## config.mk

```make
export PLATFORM = sky130hd
export DESIGN_NAME = ca_output_driver
export DESIGN_NICKNAME = d
export VERILOG_FILES = /design/src/rtl/ca_pkg.sv /design/src/rtl/ca_sync_fifo.sv /design/src/rtl/ca_output_driver.sv
export SDC_FILE = /design/constraint.sdc
export NUM_CORES = 1
export LEC_CHECK = 0
export ABC_AREA = 1
export ABC_CLOCK_PERIOD_IN_PS = 2300
export BUFFER_PORTS_ARGS = -buffer_cell sky130_fd_sc_hd__buf_2
export CAP_MARGIN = 15
export CORE_ASPECT_RATIO = 2
export CORE_MARGIN = 1.5
export CORE_UTILIZATION = 52
export CTS_CLUSTER_DIAMETER = 120
export DETAILED_ROUTE_END_ITERATION = 7
export GPL_ROUTABILITY_DRIVEN = 0
export PLACE_DENSITY = 0.74
export SLEW_MARGIN = 20
export SYNTH_ARGS = -nofsm -noshare
export SYNTH_HDL_FRONTEND = slang
export SYNTH_SLANG_ARGS = --single-unit
```

## constraint.sdc

```tcl
create_clock -name clk -period 2.3 [get_ports clk]
set_input_delay 0.23 -clock clk [delete_from_list [all_inputs] [get_ports clk]]
set_output_delay 0.23 -clock clk [all_outputs]
set_load 0.05 [all_outputs]
```

## src/rtl/ca_pkg.sv

```systemverilog
// Shared definitions for the CA output driver slice: the driver FSM state
// encoding, the deselect pattern driven onto the CA pins, and default widths.
package ca_pkg;

  localparam int CA_WIDTH_DEF   = 14;
  localparam int RANK_BITS_DEF  = 2;
  localparam int FIFO_DEPTH_DEF = 4;

  // Widest CA bus the deselect constant covers. Each user slices it down.
  localparam int CA_WIDTH_MAX = 32;
  localparam logic [CA_WIDTH_MAX-1:0] CA_DESELECT = '1;

  typedef enum logic [1:0] {
    ST_IDLE  = 2'd0,
    ST_ISSUE = 2'd1,
    ST_GAP   = 2'd2
  } ca_state_e;

endpackage

```

## src/rtl/ca_sync_fifo.sv

```systemverilog
// Single-clock packet buffer with a synchronous flush. The head entry is
// visible combinationally on rdata. Push is ignored when full and pop is
// ignored when empty. Flush wins over any push or pop in the same cycle.
module ca_sync_fifo #(
  parameter int WIDTH = 16,
  parameter int DEPTH = 4
) (
  input  logic                       clk,
  input  logic                       rst_n,
  input  logic                       flush,
  input  logic                       push,
  input  logic [WIDTH-1:0]           wdata,
  input  logic                       pop,
  output logic [WIDTH-1:0]           rdata,
  output logic [$clog2(DEPTH):0]     level,
  output logic                       full,
  output logic                       empty
);

  localparam int AW = $clog2(DEPTH);
  localparam int LW = AW + 1;

  logic [WIDTH-1:0] mem [DEPTH];
  logic [AW-1:0]    wr_ptr;
  logic [AW-1:0]    rd_ptr;
  logic [LW-1:0]    count;
  logic             do_push;
  logic             do_pop;

  assign full    = (count == LW'(DEPTH));
  assign empty   = (count == '0);
  assign do_push = push && !full && !flush;
  assign do_pop  = pop && !empty && !flush;
  assign rdata   = mem[rd_ptr];
  assign level   = count;

  // Storage array; contents need no reset because count gates every read.
  always_ff @(posedge clk) begin
    if (do_push) begin
      mem[wr_ptr] <= wdata;
    end
  end

  // Pointers wrap naturally because DEPTH is a power of two.
  always_ff @(posedge clk or negedge rst_n) begin
    if (!rst_n) begin
      wr_ptr <= '0;
      rd_ptr <= '0;
      count  <= '0;
    end else if (flush) begin
      wr_ptr <= '0;
      rd_ptr <= '0;
      count  <= '0;
    end else begin
      if (do_push) begin
        wr_ptr <= wr_ptr + AW'(1);
      end
      if (do_pop) begin
        rd_ptr <= rd_ptr + AW'(1);
      end
      case ({do_push, do_pop})
        2'b10:   count <= count + LW'(1);
        2'b01:   count <= count - LW'(1);
        default: count <= count;
      endcase
    end
  end

endmodule

```

## src/rtl/ca_output_driver.sv

```systemverilog
// Drives buffered CA packets onto the DRAM command pins. Each command is
// presented for exactly one cycle with its rank chip select low. At least
// cmd_gap deselect cycles follow each command. inhibit pauses new issues,
// and flush discards everything buffered.
//
// Upstream handshake: a packet is accepted on any rising clk edge where
// s_valid and s_ready are both high. s_ready depends only on buffer fullness,
// flush and reset state, never on s_valid. When full, s_ready stays low even
// if the head is being issued in that cycle.
//
// The FSM state is kept in the signal 'state' (type ca_state_e) for observation.
module ca_output_driver
  import ca_pkg::*;
#(
  parameter int CA_WIDTH   = CA_WIDTH_DEF,
  parameter int RANK_BITS  = RANK_BITS_DEF,
  parameter int FIFO_DEPTH = FIFO_DEPTH_DEF
) (
  input  logic                          clk,
  input  logic                          rst_n,
  input  logic [CA_WIDTH-1:0]           s_ca,
  input  logic [RANK_BITS-1:0]          s_rank,
  input  logic                          s_valid,
  output logic                          s_ready,
  input  logic [3:0]                    cmd_gap,
  input  logic                          inhibit,
  input  logic                          flush,
  output logic [CA_WIDTH-1:0]           dram_ca,
  output logic [(2**RANK_BITS)-1:0]     dram_cs_n,
  output logic                          dram_par,
  output logic [$clog2(FIFO_DEPTH):0]   fifo_level,
  output logic [31:0]                   issue_count
);

  localparam int NUM_RANKS = 2**RANK_BITS;
  localparam int PW        = RANK_BITS + CA_WIDTH;
  localparam logic [CA_WIDTH-1:0]  DESEL_CA = CA_DESELECT[CA_WIDTH-1:0];
  localparam logic [NUM_RANKS-1:0] DESEL_CS = '1;

  ca_state_e              state;
  ca_state_e              state_nxt;
  logic [3:0]             gap_cnt;
  logic                   ready_en;
  logic                   push;
  logic                   pop;
  logic                   full;
  logic                   empty;
  logic                   can_issue;
  logic [PW-1:0]          head;
  logic [RANK_BITS-1:0]   head_rank;
  logic [CA_WIDTH-1:0]    head_ca;
  logic [CA_WIDTH-1:0]    ca_nxt;
  logic [NUM_RANKS-1:0]   cs_n_nxt;
  logic [31:0]            issue_cnt_q;

  assign s_ready     = ready_en && !full && !flush;
  assign push        = s_valid && s_ready;
  assign can_issue   = !empty && !inhibit && !flush;
  assign head_rank   = head[PW-1:CA_WIDTH];
  assign head_ca     = head[CA_WIDTH-1:0];
  assign issue_count = issue_cnt_q;

  ca_sync_fifo #(
    .WIDTH (PW),
    .DEPTH (FIFO_DEPTH)
  ) u_fifo (
    .clk   (clk),
    .rst_n (rst_n),
    .flush (flush),
    .push  (push),
    .wdata ({s_rank, s_ca}),
    .pop   (pop),
    .rdata (head),
    .level (fifo_level),
    .full  (full),
    .empty (empty)
  );

  // Hold s_ready low during reset and until the first edge after release.
  always_ff @(posedge clk or negedge rst_n) begin
    if (!rst_n) begin
      ready_en <= 1'b0;
    end else begin
      ready_en <= 1'b1;
    end
  end

  // FSM state register.
  always_ff @(posedge clk or negedge rst_n) begin
    if (!rst_n) begin
      state <= ST_IDLE;
    end else begin
      state <= state_nxt;
    end
  end

  // Next-state logic: flush always returns to IDLE.
  always_comb begin
    state_nxt = state;
    if (flush) begin
      state_nxt = ST_IDLE;
    end else begin
      case (state)
        ST_IDLE: begin
          if (pop) state_nxt = ST_ISSUE;
        end
        ST_ISSUE: begin
          if (cmd_gap != 4'd0) state_nxt = ST_GAP;
          else if (pop)        state_nxt = ST_ISSUE;
          else                 state_nxt = ST_IDLE;
        end
        ST_GAP: begin
          if (gap_cnt <= 4'd1) state_nxt = pop ? ST_ISSUE : ST_IDLE;
        end
        default: state_nxt = ST_IDLE;
      endcase
    end
  end

  // Output decode: pop the head when an issue slot is open, then build the
  // next pin values. Every edge without a pop leaves the pins deselected.
  always_comb begin
    pop = 1'b0;
    if (can_issue) begin
      case (state)
        ST_IDLE:  pop = 1'b1;
        ST_ISSUE: pop = (cmd_gap == 4'd0);
        ST_GAP:   pop = (gap_cnt <= 4'd1);
        default:  pop = 1'b0;
      endcase
    end
    ca_nxt   = DESEL_CA;
    cs_n_nxt = DESEL_CS;
    if (pop) begin
      ca_nxt   = head_ca;
      cs_n_nxt = ~(NUM_RANKS'(1) << head_rank);
    end
  end

  // Gap counter: loaded when leaving ISSUE, counts down through GAP.
  always_ff @(posedge clk or negedge rst_n) begin
    if (!rst_n) begin
      gap_cnt <= 4'd0;
    end else if (flush) begin
      gap_cnt <= 4'd0;
    end else if (state == ST_ISSUE) begin
      gap_cnt <= cmd_gap;
    end else if (state == ST_GAP && gap_cnt != 4'd0) begin
      gap_cnt <= gap_cnt - 4'd1;
    end
  end

  // Registered pins; the parity bit tracks whatever is on dram_ca.
  always_ff @(posedge clk or negedge rst_n) begin
    if (!rst_n) begin
      dram_ca   <= DESEL_CA;
      dram_cs_n <= DESEL_CS;
      dram_par  <= ^DESEL_CA;
    end else begin
      dram_ca   <= ca_nxt;
      dram_cs_n <= cs_n_nxt;
      dram_par  <= ^ca_nxt;
    end
  end

  // Issued-command counter, stepping in step with the pins entering ISSUE.
  always_ff @(posedge clk or negedge rst_n) begin
    if (!rst_n) begin
      issue_cnt_q <= 32'd0;
    end else if (pop) begin
      issue_cnt_q <= issue_cnt_q + 32'd1;
    end
  end

endmodule

```

Yosys cells after proc, flatten, opt, wreduce, memory -nomap -nowiden
Memories as Yosys holds them, arrays and structs flattened.
Index checks and enable logic that the tools add are counted.
{ "op_classes": {"add_sub_neg": 6, "mul": 0, "div": 0, "magnitude_cmp": 1, "n_eq_ne": 7, "n_shift": 1, "n_mux": 21, "n_bitwise": 1, "reduce_logical": 25} }
{ "ops": {"columns": ["operator", "count"], "rows": [
  ["adder 32 x 1 -> 32 bit, second input constant", 1],
  ["2-to-1 mux 2 bit", 8],
  ["2-to-1 mux 4 bit", 4],
  ["2-to-1 mux 14 bit", 1],
  ["parity 14 bit", 1],
  ["logical AND 1 bit", 10],
  ["nonzero test 4 bit", 2],
  ["one-hot mux 2 bit (3 select lines)", 1],
  ["one-hot mux 3 bit (2 select lines)", 1],
  ["nonzero test 3 bit", 2],
  ["adder 2 x 1 -> 2 bit, second input constant", 2],
  ["equality test 2 x 1 -> 1 bit, second input constant", 2],
  ["equality test 2 bit, second input constant", 2],
  ["<= comparator 4 x 1 -> 1 bit, second input constant", 1],
  ["logical NOT 1 bit", 4],
  ["logical NOT 4 bit", 1],
  ["2-to-1 mux 1 bit", 4],
  ["NOT 4 bit", 1],
  ["nonzero test 2 bit", 2],
  ["left shift 1 x 2 -> 4 bit, first input constant", 1],
  ["subtractor 4 x 1 -> 4 bit, second input constant", 1],
  ["adder 3 x 1 -> 3 bit, second input constant", 1],
  ["equality test 3 bit, second input constant", 1],
  ["logical NOT 3 bit", 1],
  ["other kinds (7)", 7]
]} }
{ "totals": {"register_bits": 65, "latch_bits": 0, "ram_bits": 64, "mem_bits_ro": 0, "inputBits": 25, "out_inout_bits": 55, "word_cells": 73, "memories": 1} }
{ "mem_list": {"columns": ["name", "words", "word_bits", "read_ports", "rd_clocked_by_memory_dff", "wr", "line", "text"], "rows": [
  ["u_fifo.mem", 4, 16, 1, 0, 1, "ca_sync_fifo.sv:23", "logic [WIDTH-1:0] mem [DEPTH];"]
]} }

Longest topological paths before layout
Gate-level depths: netlist of run 1.
{ "depth": {"depth_word": 10, "ltp_mapped": 17} }

Hierarchy
From an unflattened synthesis of run 1, not the netlist that was laid out.
{ "hier_totals": {"cells_unflattened": 614, "area_unflattened_um2": 6020.8} }
{ "modules_own_cells": {"columns": ["module", "instances", "cells_each", "area_each_um2"], "rows": [
  ["ca_output_driver", 1, 394, 3171.8],
  ["ca_sync_fifo", 1, 220, 2849.0]
]} }

Worst setup path after synthesis of run 1
Ideal clock, no wire load.
{ "synth_timing": {"path_kind": "register to register", "startpoint": "register u_fifo.count[0], in the netlist u_fifo.level[0]", "endpoint": "register u_fifo.count[2], in the netlist u_fifo.level[2]", "setup_time_ps": 127, "arrival_ps": 3041, "path_slack_ps": -868, "stages_incl_launch_ff": 11, "period_less_slack_ps": 3168, "path_cell_list": "dfrtp_1 nor2_1 a21oi_1 nand2_1 nand2_1 inv_1 fa_1 xnor2_1 xor2_1 nand3_1 o21ai_0"} }
{ "synth_between": {"elab_chain_len": 10, "elab_cells_between_ends": 21} }
{ "synth_lines": {"columns": ["item", "line", "text"], "rows": [
  ["start: declaration", "ca_sync_fifo.sv:26", "logic [LW-1:0] count;"],
  ["start signal: assignment", "ca_sync_fifo.sv:62", "2'b10: count <= count + LW'(1);"],
  ["start signal: assignment", "ca_sync_fifo.sv:63", "2'b01: count <= count - LW'(1);"],
  ["start signal: assignment", "ca_sync_fifo.sv:64", "default: count <= count;"],
  ["equality test 3 bit *", "ca_sync_fifo.sv:30", "assign full = (count == LW'(DEPTH));"],
  ["logical NOT 1 bit *", "ca_output_driver.sv:56", "assign s_ready = ready_en && !full && !flush;"],
  ["logical AND 1 bit * (2 in series)", "ca_output_driver.sv:56", null],
  ["net s_ready", "ca_output_driver.sv:24", "output logic s_ready,"],
  ["logical AND 1 bit *", "ca_output_driver.sv:57", "assign push = s_valid && s_ready;"],
  ["logical AND 1 bit * (2 in series)", "ca_sync_fifo.sv:32", "assign do_push = push && !full && !flush;"],
  ["equality test 2 x 1 -> 1 bit or equality test 2 bit (tied branches)", "ca_sync_fifo.sv:61", "case ({do_push, do_pop})"],
  ["one-hot mux 3 bit (2 select lines)", "ca_sync_fifo.sv:61", null],
  ["2-to-1 mux 3 bit", "ca_sync_fifo.sv:50", "end else if (flush) begin"]
]} }
Mark *: on every way through the listed nets, which the timed path passes. The rest lies on a longest branch.
A chain may end at the register's enable or synchronous reset.

Worst setup path after layout of run 1
{ "layout_timing": {"startpoint": "register gap_cnt[0]", "endpoint": "register u_fifo.count[2], in the netlist u_fifo.level[2]"} }
{ "layout_between": {"elab_chain_len": 8, "elab_cells_between_ends": 10} }
{ "layout_lines": {"columns": ["item", "line", "text"], "rows": [
  ["start: declaration", "ca_output_driver.sv:42", "logic [3:0] gap_cnt;"],
  ["start signal: assignment", "ca_output_driver.sv:147", "gap_cnt <= cmd_gap;"],
  ["start signal: assignment", "ca_output_driver.sv:149", "gap_cnt <= gap_cnt - 4'd1;"],
  ["<= comparator 4 x 1 -> 1 bit *", "ca_output_driver.sv:128", "ST_GAP: pop = (gap_cnt <= 4'd1);"],
  ["one-hot mux 1 bit (3 select lines) *", "ca_output_driver.sv:125", "case (state)"],
  ["2-to-1 mux 1 bit *", "ca_output_driver.sv:124", "if (can_issue) begin"],
  ["logical AND 1 bit * (2 in series)", "ca_sync_fifo.sv:33", "assign do_pop = pop && !empty && !flush;"],
  ["equality test 2 x 1 -> 1 bit or equality test 2 bit (tied branches)", "ca_sync_fifo.sv:61", null],
  ["one-hot mux 3 bit (2 select lines)", "ca_sync_fifo.sv:61", null],
  ["2-to-1 mux 3 bit", "ca_sync_fifo.sv:50", null]
]} }
Every way passes the cells marked *; elsewhere a longest branch is shown, timed or not.

==> load_flow_metrics.sql, run 1 <==
INSERT INTO impl_metrics (metric_group, metric, value, unit) VALUES
('outcome', 'outcome', 'completed', ''),
('timing', 'drv_slew', '0', ''),
('layout', 'post_route_insts_no_fill', '865', ''),
('critical_path', 'timing.critical_path.arrival', '2550', 'ps'),
('critical_path', 'endpoint_kind', 'flop', ''),
('cts', 'clkSlewWorstSetupHoldPaths', '60', 'ps'),
('layout', 'fillers', '875', ''),
('power', 'cellLeakagePower', '3.356', 'nW'),
('timing', 'fin_tns_setup', '0', 'ps'),
('cts', 'root_buf_cell', 'sky130_fd_sc_hd__clkbuf_16', ''),
('layout', 'area_growth_syn_to_layout', '21.44', '%'),
('timing', 'hold_viol_final', '0', ''),
('critical_path', 'path_common_cell', 'sky130_fd_sc_hd__nand2_2', ''),
('grt', 'grt_pass1_wl', '21350', 'um'),
('cts', 'tritoncts_clock_tree', 'built', ''),
('cts', 'cts-htree-levels', '4', ''),
('critical_path', 'cp_slowest_stage_delay', '390', 'ps'),
('critical_path', 'critical_path_class', 'reg -> reg', ''),
('floorplanning', 'core_region_area', '11220', 'um^2'),
('synth', 'syn-cell-area', '5936', 'um^2'),
('drt', 'vias', '4560', ''),
('timing', 'timing.final.crit_share', '96.23', '%'),
('floorplanning', 'num_rows', '55', ''),
('layout', 'num-nets-final', '744', ''),
('synth', 'postSynthAreaPerCell', '9.731', 'um^2'),
('drt', 'drcViolationCount', '0', ''),
('grt', 'global_route.usage.total', '23.16', '%'),
('run', 'max-cap-violations', '0', ''),
('grt', 'initial_antenna_violation_count', '0', ''),
('critical_path', 'timing.critical_path.required', '2640', 'ps'),
('floorplanning', 'floorplan.die.height', '154.1', 'um'),
('power', 'vdd_ir_max', '0.8654', 'mV'),
('power', 'cellPowerDensity', '1037', 'nW/um^2'),
('timing', 'layout_setup_ws', '86.78', 'ps'),
('drt', 'wirelength', '13130', 'um'),
('layout', 'share_of_layout_cells_above_drive_strength_1', '23.79', '%'),
('synth', 'netlist-cell-type-count', '37', ''),
('timing', 'clock-skew-final', '5.625', 'ps'),
('drt', 'firstDrtPassIters', '6', ''),
('critical_path', 'worstPathCellList', 'buf_4 > ha_1 > inv_1 > nand2_2 > nand2_2 > nand2_2 > nand3_4 > inv_1 > nand2_2 > inv_1 > fa_2 > xnor2_2 > xor2_1 > nand3_1 > o21ai_1', ''),
('synth', 'count_of_mapped_cells_out_of_synthesis', '610', ''),
('floorplanning', 'start_util', '52.92', '%'),
('synth', 'synth_seq_cells', '129', ''),
('synth', 'net_count_after_synthesis', '644', ''),
('placement', 'place.detailed.instances', '829', ''),
('synth', 'register_area_share_after_synthesis', '60.16', '%'),
('layout', 'antenna_cells', '0', ''),
('grt', 'grt_start_max_net_pins', '66', ''),
('placement', 'buffer_ports.inserted', '79', ''),
('critical_path', 'worst_path_max_delay_cell', 'sky130_fd_sc_hd__dfrtp_1', ''),
('timing', 'setup_violations', '0', ''),
('layout', 'post_route_core_utilization', '64.26', '%'),
('cts', 'clock_path_buffers', '2', ''),
('drt', 'first_iter_violations', '239', ''),
('timing', 'min_period', '2213', 'ps'),
('floorplanning', 'pin_count', '80', ''),
('timing', 'rsz0062_at_grt', 'yes', ''),
('floorplanning', 'die_w', '78.55', 'um'),
('critical_path', 'critical_path.max_fanout', '3', ''),
('cts', 'tritoncts.num_buffers', '17', ''),
('synth', 'synthesis.yosys.warnings', '0', ''),
('critical_path', 'crit_path_start_kind', 'flop', ''),
('grt', 'grt_pass1_vias', '4713', ''),
('worst_hold_path', 'path_type_of_the_worst_min_delay_path', 'in -> reg', ''),
('floorplanning', 'fp.dieArea', '12100', 'um^2'),
('synth', 'post-synth-top-area-fraction', '32.38', '%'),
('synth', 'synth_largest_area_cell', 'sky130_fd_sc_hd__edfxtp_1', ''),
('cts', 'clock_sink_count', '129', ''),
('drt', 'antenna_left', '0', ''),
('placement', 'place_worst_setup_slack', '-43.60', 'ps'),
('placement', 'detailed_place_hpwl', '9450', 'um'),
('cts', 'clkLatencyLatePin', '410', 'ps'),
('timing', 'fmax', '451.8', 'MHz'),
('drt', 'avgRoutedWirePerCell', '15.18', 'um'),
('drt', 'drt-vias-per-instance', '5.272', ''),
('grt', 'globalRouteOverflowTotal', '0', ''),
('synth', 'post_synth_main_area_contributors', 'sky130_fd_sc_hd__edfxtp_1 32%, sky130_fd_sc_hd__dfrtp_1 20%, sky130_fd_sc_hd__nand2_1 12%, sky130_fd_sc_hd__dfstp_2 8.0%, sky130_fd_sc_hd__inv_1 3.7%', '');
[per-layer routing]
metal | part of all wire [%] | wire, um | track usage, % | up-vias
met4 | 3.1 | 408 | 13.52 | 0
met3 | 4.0 | 523 | 4.510 | 35
met5 | 0 | 0 | 0 | -
met2 | 57 | 7549 | 44.13 | 145
met1 | 35 | 4652 | 21.96 | 2176
li1 | - | - | - | 2204
[worst max-delay path: cells and delay by family (launching register included)]
family                   cells  cell delay, ps
buffers and inverters        4             320
AO/OA/AOI/OAI                1              80
XOR/XNOR                     2             340
adder cells (fa/ha/maj)      2             530
AND/OR/NAND/NOR              6             460
flip-flops                   1             390
[worst paths after layout]
check | startpoint | to | slack [ps] | cells past startpoint
worst max register to register | gap_cnt[0]$_DFFE_PN0P_ | u_fifo.level[2]$_DFFE_PN0P_ | 90 | 15
worst min-delay path | s_ca[2] | u_fifo.mem[1][2]$_DFFE_PP_ | 20 | 1
worst min register to register | issue_count[31]$_DFFE_PN0N_ | issue_count[31]$_DFFE_PN0N_ | 470 | 1
worst max-delay path | gap_cnt[0]$_DFFE_PN0P_ | u_fifo.level[2]$_DFFE_PN0P_ | 90 | 15
min in group asynchronous | rst_n | gap_cnt[0]$_DFFE_PN0P_ | 360 | 3
max in group asynchronous | rst_n | dram_ca[3]$_DFF_PN1_ | 1600 | 3
[kinds of logic (layout without fill, tap and decap cells)]
| group | Yosys count | after routing | synth area share [%] |
|---|---|---|---|
| flops | 129 | 129 | 60.16 |
| xor+xnor | 34 | 34 | 5.017 |
| buf+inv | 77 | 190 | 5.291 |
| mux | 1 | 1 | 0.1686 |
| simple gates | 317 | 317 | 23.42 |
| fa+ha+maj | 9 | 9 | 2.024 |
| compound gates | 42 | 42 | 3.858 |
| other cells | 1 | 1 | 0.06318 |
[power breakdown]
group	leakage [nW]	internal (mW)	total (mW)	switching, mW
registers	1.36	2.66	2.81	0.149
clock network	0.267	1.50	2.53	1.03
logic	1.73	0.617	2.13	1.51
[cells in the final DEF (no fill, tap or decap), types with 6 or more instances in the layout]
cell type / count
sky130_fd_sc_hd__xor2_1: 23
sky130_fd_sc_hd__o21ai_0: 19
sky130_fd_sc_hd__dfrtp_1: 44
sky130_fd_sc_hd__nand3_1: 43
sky130_fd_sc_hd__nand2_1: 189
sky130_fd_sc_hd__nor2_1: 36
sky130_fd_sc_hd__ha_1: 8
sky130_fd_sc_hd__buf_2: 79
sky130_fd_sc_hd__inv_1: 57
sky130_fd_sc_hd__nand4_1: 22
sky130_fd_sc_hd__xnor2_1: 10
sky130_fd_sc_hd__edfxtp_1: 64
sky130_fd_sc_hd__clkbuf_16: 17
sky130_fd_sc_hd__dfstp_2: 18
sky130_fd_sc_hd__o22ai_1: 7
sky130_fd_sc_hd__buf_4: 16
sky130_fd_sc_hd__nand2_2: 6
sky130_fd_sc_hd__a21oi_1: 11
[repair_timing]
action	in CTS	in global routing
endpoints found under the setup margin	1	6
resized for setup	0	9
hold endpoints to repair	47	0
hold buffers	1	0
setup buffers	1	2
pin swaps	1	4
[through the flow]
| stage | hold WS [ps] | instance area [um^2] | total power [mW] |
|---|---|---|---|
| 2_1_floorplan | -65.59 | 5956 | 4.371 |
| 5_1_grt | 25.04 | 7208 | 7.844 |
| 4_1_cts | 8.564 | 7171 | 7.474 |
| 3_5_place_dp | 268.0 | 6594 | 4.921 |
| 6_report | 24.40 | 7208 | 7.475 |
| 3_3_place_gp | 264.3 | 6594 | 4.835 |
[area by class of cell]
type                       count  area [um^2]  share of cell area [%]
clock buffer                  18        429.2                   5.954
clock inverter                14        130.1                   1.805
inverter                      59        221.5                   3.072
multi-input combinational    404         2090                   28.99
sequential                   129         3575                   49.59
tap                          142        177.7                   2.465
timing repair buffer          99        585.6                   8.124
[flip-flops by register name, summed over array words and instances (netlist names)]
name / count
gap_cnt: 4
ready_en: 1
u_fifo.rd_ptr: 2
state: 2
issue_count: 32
u_fifo.wr_ptr: 2
u_fifo.mem: 64
u_fifo.level: 3
dram_par: 1
dram_ca: 14
dram_cs_n: 4
[synthesized netlist by cell type, drive strengths merged]
cell type,number
xor2,23
mux2i,1
o21ai,20
clkbuf,4
nand3b,2
a32o,1
o22ai,7
a21oi,12
inv,59
buf,14
a32oi,1
conb,1
dfstp,18
dfrtp,47
nor2,41
nor4,1
or2,1
edfxtp,64
nor3,9
fa,1
or3,1
a31oi,1
xnor2,11
nand3,44
nand4,22
nand2,195
nor3b,1
ha,8
Power figures use the tool's default switching activity.
==> run 2, diff against run 1 <==
- SYNTH_HIERARCHICAL: default -> 1
==> run 2 against run 1 <==
Area after synthesis rose by 1.4%. Die area rose by 1.4%. Clock power barely moved. Maximum frequency fell by 2.3%. Count of clock-buffer cells in the layout fell by 1. Sequential share of layout area fell by 1.5 points. Largest cell class unchanged. Largest power group unchanged.
==> load_flow_metrics.sql, run 2 <==
INSERT INTO impl_metrics (metric_group, metric, value, unit) VALUES
('placement', 'detailed_place_hpwl', '9994', 'um'),
('drt', 'wirelength', '13980', 'um'),
('run', 'max-cap-violations', '0', ''),
('critical_path', 'reg2reg_depth', '19', ''),
('layout', 'most_common_library_cell_in_the_layout_ignoring_fill_and_taps', 'sky130_fd_sc_hd__nand2_1', ''),
('timing', 'slew_headroom', '49.23', '%'),
('timing', 'worstMarginPinSlew', '754.6', 'ps'),
('synth', 'post-synth-top-area-fraction', '31.92', '%'),
('drt', 'first_iter_violations', '229', ''),
('synth', 'net_count_after_synthesis', '648', ''),
('synth', 'register_area_share_after_synthesis', '59.31', '%'),
('cts', 'tritoncts.num_buffers', '17', ''),
('drt', 'drcViolationCount', '0', ''),
('layout', 'antenna_cells', '0', ''),
('critical_path', 'critical_path_class', 'reg -> reg', ''),
('synth', 'synthesis.yosys.warnings', '6', ''),
('cts', 'clkLatencyLatePin', '410', 'ps'),
('grt', 'global_route.usage.total', '24.58', '%'),
('drt', 'vias', '4720', ''),
('synth', 'postSynthAreaPerCell', '9.806', 'um^2'),
('cts', 'cts-htree-levels', '4', ''),
('critical_path', 'endpoint_kind', 'flop', ''),
('critical_path', 'timing.critical_path.required', '2600', 'ps'),
('synth', 'most_common_cell_in_the_synthesized_netlist', 'sky130_fd_sc_hd__nand2_1', ''),
('floorplanning', 'die_w', '79.09', 'um'),
('cts', 'clkSlewWorstSetupHoldPaths', '60', 'ps'),
('drt', 'antenna_left', '0', ''),
('floorplanning', 'floorplan.die.height', '155.2', 'um'),
('layout', 'num-nets-final', '757', ''),
('timing', 'finalHoldWorstSlack', '32.53', 'ps'),
('critical_path', 'path_common_cell', 'sky130_fd_sc_hd__nand2_1', ''),
('grt', 'grt_pass1_vias', '4839', ''),
('synth', 'synth_seq_cells', '129', ''),
('critical_path', 'worst_path_max_delay_cell', 'sky130_fd_sc_hd__dfrtp_2', ''),
('critical_path', 'crit_path_start_kind', 'flop', ''),
('synth', 'ys.flop_type', 'sky130_fd_sc_hd__edfxtp_1', ''),
('timing', 'rsz0062_at_grt', 'yes', ''),
('critical_path', 'worst_r2r_endpoint', 'u_fifo/level[2]$_DFFE_PN0P_', ''),
('synth', 'synth_largest_area_cell', 'sky130_fd_sc_hd__edfxtp_1', ''),
('power', 'vdd_ir_max', '0.6556', 'mV'),
('synth', 'post_synth_arst_share', '50.39', '%'),
('critical_path', 'timing.critical_path.arrival', '2560', 'ps'),
('synth', 'syn-cell-area', '6021', 'um^2'),
('critical_path', 'crit_path_start', 'u_fifo/level[0]$_DFFE_PN0P_', ''),
('power', 'cellPowerDensity', '984.1', 'nW/um^2'),
('floorplanning', 'fp.dieArea', '12270', 'um^2'),
('layout', 'post_route_core_utilization', '65.83', '%'),
('floorplanning', 'pin_count', '80', ''),
('timing', 'drv_slew', '0', ''),
('timing', 'hold_viol_final', '0', ''),
('layout', 'regMostFlops', 'u_fifo/mem', ''),
('critical_path', 'cp_slowest_stage_delay', '440', 'ps'),
('timing', 'clock-skew-final', '8.497', 'ps'),
('layout', 'most_used_cells_in_the_layout_excluding_fill_and_tap_cells', '122 x sky130_fd_sc_hd__nand2_1, 79 x sky130_fd_sc_hd__buf_2, 64 x sky130_fd_sc_hd__edfxtp_1, 58 x sky130_fd_sc_hd__nor2_1, 49 x sky130_fd_sc_hd__inv_1', ''),
('cts', 'root_buf_cell', 'sky130_fd_sc_hd__clkbuf_16', ''),
('grt', 'grt_pass1_wl', '22770', 'um'),
('drt', 'drt-vias-per-instance', '5.376', ''),
('placement', 'place.detailed.instances', '836', ''),
('power', 'cellLeakagePower', '3.229', 'nW'),
('grt', 'initial_antenna_violation_count', '0', ''),
('timing', 'min_period', '2266', 'ps'),
('synth', 'ranking_of_synthesized_cells_by_instance_count', '125 x sky130_fd_sc_hd__nand2_1, 64 x sky130_fd_sc_hd__edfxtp_1, 62 x sky130_fd_sc_hd__nor2_1, 55 x sky130_fd_sc_hd__inv_1, 47 x sky130_fd_sc_hd__dfrtp_1', ''),
('critical_path', 'worstPathCellList', 'nor2_4 > nand2_2 > inv_2 > nor2_1 > nand2_1 > a21oi_4 > nand2_2 > inv_4 > nand2_4 > nor2_2 > nand2_2 > inv_2 > fa_2 > xnor2_2 > inv_1 > nand2_1 > nand2_1 > nand2_1 > nand2_1', ''),
('timing', 'fmax', '441.3', 'MHz'),
('cts', 'clock_path_buffers', '2', ''),
('power', 'totalPowerFinal', '7.311', 'mW'),
('layout', 'final_design_area_no_fill', '7430', 'um^2'),
('critical_path', 'worst_r2r_startpoint', 'u_fifo/level[0]$_DFFE_PN0P_', ''),
('synth', 'netlist-cell-type-count', '36', ''),
('critical_path', 'critical_path.max_fanout', '3', ''),
('critical_path', 'cp-endpoint', 'u_fifo/level[2]$_DFFE_PN0P_', ''),
('floorplanning', 'start_util', '53.35', '%'),
('synth', 'synth-edff-count', '64', ''),
('critical_path', 'ff2ff_setup_slack', '30', 'ps'),
('grt', 'globalRouteOverflowTotal', '0', ''),
('placement', 'buffer_ports.inserted', '79', ''),
('drt', 'firstDrtPassIters', '5', ''),
('drt', 'avgRoutedWirePerCell', '15.92', 'um'),
('layout', 'area_growth_syn_to_layout', '23.40', '%'),
('grt', 'grt_start_max_net_pins', '27', ''),
('floorplanning', 'num_rows', '55', ''),
('placement', 'dpl-instance-area', '6764', 'um^2'),
('layout', 'share_of_layout_cells_above_drive_strength_1', '28.94', '%'),
('layout', 'post_route_insts_no_fill', '878', ''),
('floorplanning', 'core_region_area', '11290', 'um^2'),
('synth', 'count_of_mapped_cells_out_of_synthesis', '614', ''),
('cts', 'clock_sink_count', '129', ''),
('timing', 'setup_violations', '0', ''),
('cts', 'tritoncts_clock_tree', 'built', ''),
('outcome', 'outcome', 'completed', ''),
('timing', 'timing.final.crit_share', '98.53', '%'),
('synth', 'post_synth_main_area_contributors', 'sky130_fd_sc_hd__edfxtp_1 32%, sky130_fd_sc_hd__dfrtp_1 20%, sky130_fd_sc_hd__dfstp_2 7.9%, sky130_fd_sc_hd__nand2_1 7.8%, sky130_fd_sc_hd__nor2_1 3.9%', ''),
('layout', 'largest_register_ffs', '64', ''),
('worst_hold_path', 'path_type_of_the_worst_min_delay_path', 'in -> reg', '');
[run 2: cell count changes in the layout (fill, tap and decap cells not counted), sizes merged, moves of 8 or more]
cell | before | now
o22ai | 7 | 18
nand2 | 195 | 136
o21ai | 20 | 43
nor2 | 41 | 73
buf | 98 | 106
[run 2: final cells by class]
| type | instances | area [um^2] |
|---|---|---|
| fill | 873 | 3856 |
| tap | 142 | 177.7 |
| inverter | 64 | 242.7 |
| clock inverter | 15 | 135.1 |
| timing repair buffer | 107 | 665.6 |
| multi-input combinational | 404 | 2208 |
| clock buffer | 17 | 425.4 |
| sequential | 129 | 3575 |
[run 2: routing by layer]
metal	track usage, %	part of all wire (%)
met3	5.279	4.0
met4	13.95	4.0
met2	46.07	57
met1	23.99	35
met5	0	0
[run 2: kinds of logic after synthesis]
logic type / after synthesis / share of synthesized area [%]
other: 1 / 0.06228
AND/OR/NAND/NOR: 291 / 21.88
adder cells (fa/ha/maj): 9 / 1.995
flip-flops: 129 / 59.31
AO/OA/AOI/OAI: 71 / 6.775
buffers and inverters: 81 / 5.320
XOR/XNOR: 32 / 4.655
[run 2: per-stage QoR]
stage	TNS [ps]	setup WS, ps
global placement	0	84.48
detailed placement	0	11.96
global route	-203.4	-83.94
finish	0	33.79
floorplan	-10750	-259.7
CTS	0	0.6293
[run 2: where the power goes]
| part | switching, mW | leakage (nW) | internal, mW | total (mW) |
|---|---|---|---|---|
| Combinational | 1.38 | 1.59 | 0.582 | 1.96 |
| Sequential | 0.192 | 1.38 | 2.66 | 2.85 |
| Clock | 1.01 | 0.264 | 1.49 | 2.50 |
[run 2: what timing repair did]
action	CTS	global route
endpoints found under the setup margin	0	13
setup buffers	0	9
hold endpoints to repair	13	0
gates resized for setup	0	13
hold buffers	1	0
[run 2: worst max-delay path, delay by kind of cell, from the launching register on]
kind	cells	cell delay, ps
xor gates and xnor gates	1	210
and+or+nand+nor	12	900
adders and majority gates	1	350
AOI/OAI and AO/OA	1	40
DFF	1	440
buffers and inverters	4	200
[run 2: how the worst min path moves through the flow]
stage | from | to | slack [ps] | depth (start not counted)
final | s_ca[9] | u_fifo/mem[0][9]$_DFFE_PP_ | 30 | 1
after global routing | s_ca[10] | u_fifo/mem[1][10]$_DFFE_PP_ | 30 | 1
after CTS | s_ca[1] | u_fifo/mem[3][1]$_DFFE_PP_ | 20 | 1
after detailed placement | rst_n | gap_cnt[3]$_DFFE_PN0P_ | 200 | 1
after global placement | rst_n | gap_cnt[3]$_DFFE_PN0P_ | 190 | 1
after floorplan | rst_n | dram_par$_DFF_PN0_ | -70 | 0
